<file path="src/rtl/result_display.sv">
// Divider result display: registers a quotient/remainder pair and scans it onto a
// 4-digit active-low seven-segment display as "QQ.RR". Optional macro: DIV_ZERO_ERR_EN.
module result_display #(
  parameter int SCAN_DIV = 50000
) (
  input  logic       clk,
  input  logic       reset,
  input  logic       load,
  input  logic [3:0] quotient,
  input  logic [3:0] remainder,
  input  logic       div_zero,
  output logic [3:0] an,
  output logic [6:0] seg,
  output logic       dp,
  output logic       valid
);

  localparam int            CW      = $clog2(SCAN_DIV) + 1;
  localparam logic [CW-1:0] CNT_MAX = CW'(SCAN_DIV - 1);

  localparam logic [6:0] SEG_BLANK = 7'b1111111;
  localparam logic [6:0] SEG_E     = 7'b0000110;
  localparam logic [6:0] SEG_R     = 7'b0101111;

  logic [CW-1:0] cnt;
  logic [1:0]    idx;
  logic [3:0]    q_r;
  logic [3:0]    r_r;
  logic          err_s;
  logic [6:0]    seg_s;
  logic          dp_s;
  logic          q_tens_s;
  logic          r_tens_s;
  logic [3:0]    q_units_s;
  logic [3:0]    r_units_s;

  function automatic logic [6:0] seg_code(input logic [3:0] d);
    logic [6:0] s;
    case (d)
      4'd0:    s = 7'b1000000;
      4'd1:    s = 7'b1111001;
      4'd2:    s = 7'b0100100;
      4'd3:    s = 7'b0110000;
      4'd4:    s = 7'b0011001;
      4'd5:    s = 7'b0010010;
      4'd6:    s = 7'b0000010;
      4'd7:    s = 7'b1111000;
      4'd8:    s = 7'b0000000;
      4'd9:    s = 7'b0010000;
      default: s = SEG_BLANK;
    endcase
    return s;
  endfunction

  function automatic logic [3:0] units_of(input logic [3:0] v);
    return (v >= 4'd10) ? (v - 4'd10) : v;
  endfunction

`ifdef DIV_ZERO_ERR_EN
  logic z_r;

  // Divide-by-zero flag, captured alongside the result
  always_ff @(posedge clk) begin
    if (reset) begin
      z_r <= 1'b0;
    end else if (load) begin
      z_r <= div_zero;
    end else begin
      z_r <= z_r;
    end
  end

  assign err_s = z_r;
`else
  logic unused_div_zero_s;
  assign unused_div_zero_s = div_zero;
  assign err_s             = 1'b0;
`endif

  assign q_tens_s  = (q_r >= 4'd10);
  assign r_tens_s  = (r_r >= 4'd10);
  assign q_units_s = units_of(q_r);
  assign r_units_s = units_of(r_r);

  // Digit content for the currently selected position
  always_comb begin
    seg_s = SEG_BLANK;
    dp_s  = 1'b1;
    if (!valid) begin
      seg_s = SEG_BLANK;
    end else if (err_s) begin
      case (idx)
        2'd2:    seg_s = SEG_E;
        2'd1:    seg_s = SEG_R;
        2'd0:    seg_s = SEG_R;
        default: seg_s = SEG_BLANK;
      endcase
    end else begin
      case (idx)
        2'd3:    seg_s = q_tens_s ? seg_code(4'd1) : SEG_BLANK;
        2'd2: begin
          seg_s = seg_code(q_units_s);
          dp_s  = 1'b0;
        end
        2'd1:    seg_s = r_tens_s ? seg_code(4'd1) : SEG_BLANK;
        2'd0:    seg_s = seg_code(r_units_s);
        default: seg_s = SEG_BLANK;
      endcase
    end
  end

  // Scan counter, holding registers and registered display outputs
  always_ff @(posedge clk) begin
    if (reset) begin
      cnt   <= '0;
      idx   <= 2'd0;
      q_r   <= 4'd0;
      r_r   <= 4'd0;
      valid <= 1'b0;
      an    <= 4'b1111;
      seg   <= SEG_BLANK;
      dp    <= 1'b1;
    end else begin
      if (cnt == CNT_MAX) begin
        cnt <= '0;
        idx <= idx + 2'd1;
      end else begin
        cnt <= cnt + {{(CW-1){1'b0}}, 1'b1};
      end
      if (load) begin
        q_r   <= quotient;
        r_r   <= remainder;
        valid <= 1'b1;
      end
      an  <= ~(4'b0001 << idx);
      seg <= seg_s;
      dp  <= dp_s;
    end
  end

endmodule

</file>
<file path="config.mk">
export PLATFORM = sky130hd
export DESIGN_NAME = result_display
export DESIGN_NICKNAME = d
export VERILOG_FILES = /design/src/rtl/result_display.sv
export SDC_FILE = /design/constraint.sdc
export NUM_CORES = 1
export LEC_CHECK = 0
export CORE_MARGIN = 2
export CORE_UTILIZATION = 45
export DETAILED_ROUTE_END_ITERATION = 8
export PLACE_DENSITY = 0.67
export SYNTH_ARGS = -nofsm -noshare
export SYNTH_HDL_FRONTEND = slang
export SYNTH_SLANG_ARGS = --single-unit
</file>
<file path="constraint.sdc">
create_clock -name clk -period 3.15 [get_ports clk]
set_clock_uncertainty 0.15 [all_clocks]
set_input_delay 0.4725 -clock clk [delete_from_list [all_inputs] [get_ports clk]]
set_output_delay 0.4725 -clock clk [all_outputs]
set_load 0.03 [all_outputs]
</file>
==> reports/metrics.yaml <==
run_status:
  status: "finished, final reports clean"
timing:
  hold_viol: 0
  setup-violations-final: 0
  whs_ps: 327.5
  max_freq_ghz: 0.4233
  slew_headroom_pct: 62.57
  drv_slew: 0
  rsz0062_at_grt: "no"
  tns_ps: 0
  post-route-min-period_ps: 2362
  period_share_pct: 74.99
  worst_slew_pin_slew_ps: 559.7
synth:
  synth-async-reset-ratio_pct: 0
  synth_fp_nets: 295
  ys_warn_count: 0
  syn_area_um2: 2267
  syn_inst: 272
  synth_cell_types: 50
  seq_area_frac_synth_pct: 35.32
  synth_seq_cells: 40
  synth_edf_count: 0
  ys.flop_type: "dfxtp_1"
  avgSynthCellArea_um2: 8.335
global_route:
  use_met3_pct: 4.284
  track_usage_pct: 18.49
  use_met2_pct: 26.22
  overflow: 0
  grt_max_degree: 21
  antenna_found_initial: 0
  grt_pass1_wl_um: 8031
  top_usage_layer: "met1"
  grt_pass1_vias: 1692
  grtUsageMet1_pct: 27.39
clocking:
  cts_made_buffers: 5
  clk_path_buf_depth: 2
  htreeDepth: 2
  clk_pin_slew_ps: 80
  cts_setup_buffers: 0
  cts.sinks: 40
  cts_tree: "done"
  cts_root_buf: "clkbuf_8"
  insertion_delay_ps: 290
  ctsResizeCount: 0
  holdBufCountCts: 0
floorplanning:
  dieArea_um2: 5622
  fp.dieW_um: 74.98
  io-pin-count: 25
  die_y_um: 74.98
  rows: 25
  coreArea_um2: 4786
  initial_utilization_pct: 47.37
power:
  ir_drop_v: 0.0002663
  cellPowerDensity_nw_per_um2: 407.5
  p_leak_nw: 0.9206
  p_total_w: 0.001070
critical_path:
  arrival_ps: 2400
  endpoint_kind: "register"
  criticalPathCategory: "reg -> reg"
  path_max_fanout: 12
  worstPathRequired_ps: 3190
  startpoint_type: "register"
routing:
  wl_per_cell_um: 13.39
  firstDrtPassIters: 4
  num_vias: 1956
  drcViolationCount: 0
  drt_iter0_markers: 189
  detail-route-antenna-nets: 0
  drt_wl_total_um: 4754
  viasPerCell: 5.510
layout:
  fin_nets: 310
  antenna_cells: 0
  drive_above_1_share_pct: 5.556
  fin_util_pct: 54.85
  syn2layout_area_growth_pct: 15.78
min_path:
  min_path_type: "reg -> reg"
flow_run:
  drv_cap: 0
placement:
  place.gp.congestion: 0.7987
  place_hpwl_um: 3350
  io_buffers: 23
[final timing paths]
kind	from	end	slack [ps]	cells past startpoint
max	q_r[2]	seg[6]	790	6
min	cnt[0]	cnt[0]	330	1
max reg2reg	q_r[2]	seg[6]	790	6
min reg2reg	cnt[0]	cnt[0]	330	1
[cells in the mapped netlist, types with 2 or more instances]
library cell	n	share of area [%]
or3_1	5	1.4
o2111ai_1	6	2.3
nand3_1	9	2.0
or4_1	2	0.66
xnor2_1	17	6.6
nand4_1	5	1.4
nand3b_1	2	0.66
o211ai_1	3	0.99
a211oi_1	3	0.99
nor2_1	37	6.1
or2_2	2	0.55
nor3_1	7	1.5
a31oi_1	5	1.4
a21o_1	3	0.99
nor3b_1	2	0.66
nand2_1	9	1.5
ha_1	11	6.1
nor2b_1	3	0.83
mux2i_1	8	3.5
o21ai_0	17	3.8
inv_1	15	2.5
dfxtp_1	40	35
o311a_1	2	0.88
nand2b_1	8	2.2
a21oi_1	5	1.1
o221ai_1	2	0.77
clkbuf_1	14	2.3
and3b_1	2	0.77
a211o_1	2	0.77
xor2_1	2	0.77
nor4_1	5	1.4
[logic make-up (layout without fill, tap and decap cells)]
family,after synthesis,in the layout,share of synthesized area (%)
mux,8,8,3.532
compound gates,57,57,17.72
simple gates,105,105,24.50
buf+inv,32,48,5.518
flops,40,40,35.32
xor+xnor,19,19,7.340
fa+ha+maj,11,11,6.071
[stage by stage]
step           setup slack [ps]  std cells  instance area (µm²)
2_1_floorplan             961.1        272                 2267
3_3_place_gp              817.3        347                 2527
3_5_place_dp              796.4        347                 2527
4_1_cts                   790.5        355                 2625
5_1_grt                   622.5        355                 2625
6_report                  787.9        355                 2625
[layout by cell type, fill, tap and decap left out, types with 2 or more instances in the layout]
cell type,synthesis,final
and3b_1,2,2
ha_1,11,11
o2111ai_1,6,6
nand2_1,9,9
xor2_1,2,2
inv_1,15,15
or3_1,5,5
nand3b_1,2,2
nor4_1,5,5
buf_4,1,2
dfxtp_1,40,40
o21ai_0,17,17
clkbuf_8,0,6
nand4_1,5,5
nor3_1,7,7
a31oi_1,5,5
a21o_1,3,3
a21oi_1,5,5
clkinvlp_4,0,2
o221ai_1,2,2
a211oi_1,3,3
nand3_1,9,9
nor2_1,37,37
o211ai_1,3,3
xnor2_1,17,17
o311a_1,2,2
or4_1,2,2
or2_2,2,2
nand2b_1,8,8
clkdlybuf4s50_1,0,23
mux2i_1,8,8
nor2b_1,3,3
nor3b_1,2,2
a211o_1,2,2
[flip-flops by register name, summed over array words and instances (netlist names)]
signal / flops
r_r: 4
an: 4
idx: 2
q_r: 4
dp: 1
valid: 1
cnt: 17
seg: 7
[worst max-delay path, cell delays in order (launching register included)]
cell and delay [ps]:
dfxtp_1 570, inv_1 150, ha_1 480, nor2b_1 80, o21a_1 190, o311a_1 330, a311o_1 310
[layout make-up]
type,count,area [µm²]
fillers,429,2161
repair buffers,25,245.2
multi-input cells,200,1341
inverters,15,56.30
clock inverters,2,15.01
flip-flops and latches,40,800.8
clock buffers,6,82.58
well taps,67,83.83
[where the power goes]
group | switching, W | total [W] | internal (W)
combinational | 0.0000843 | 0.000160 | 0.0000753
sequential | 0.0000242 | 0.000546 | 0.000521
clock | 0.000187 | 0.000364 | 0.000177
total | 0.000296 | 0.00107 | 0.000774
[routing by layer]
layer,vias to the layer above,share of wire (%),wire (µm)
met4,0,1.3,63
met2,62,43,2058
met3,7,6.1,292
li1,997,-,-
met5,-,0,0
met1,890,49,2340
(Power assumes the default switching activity.)
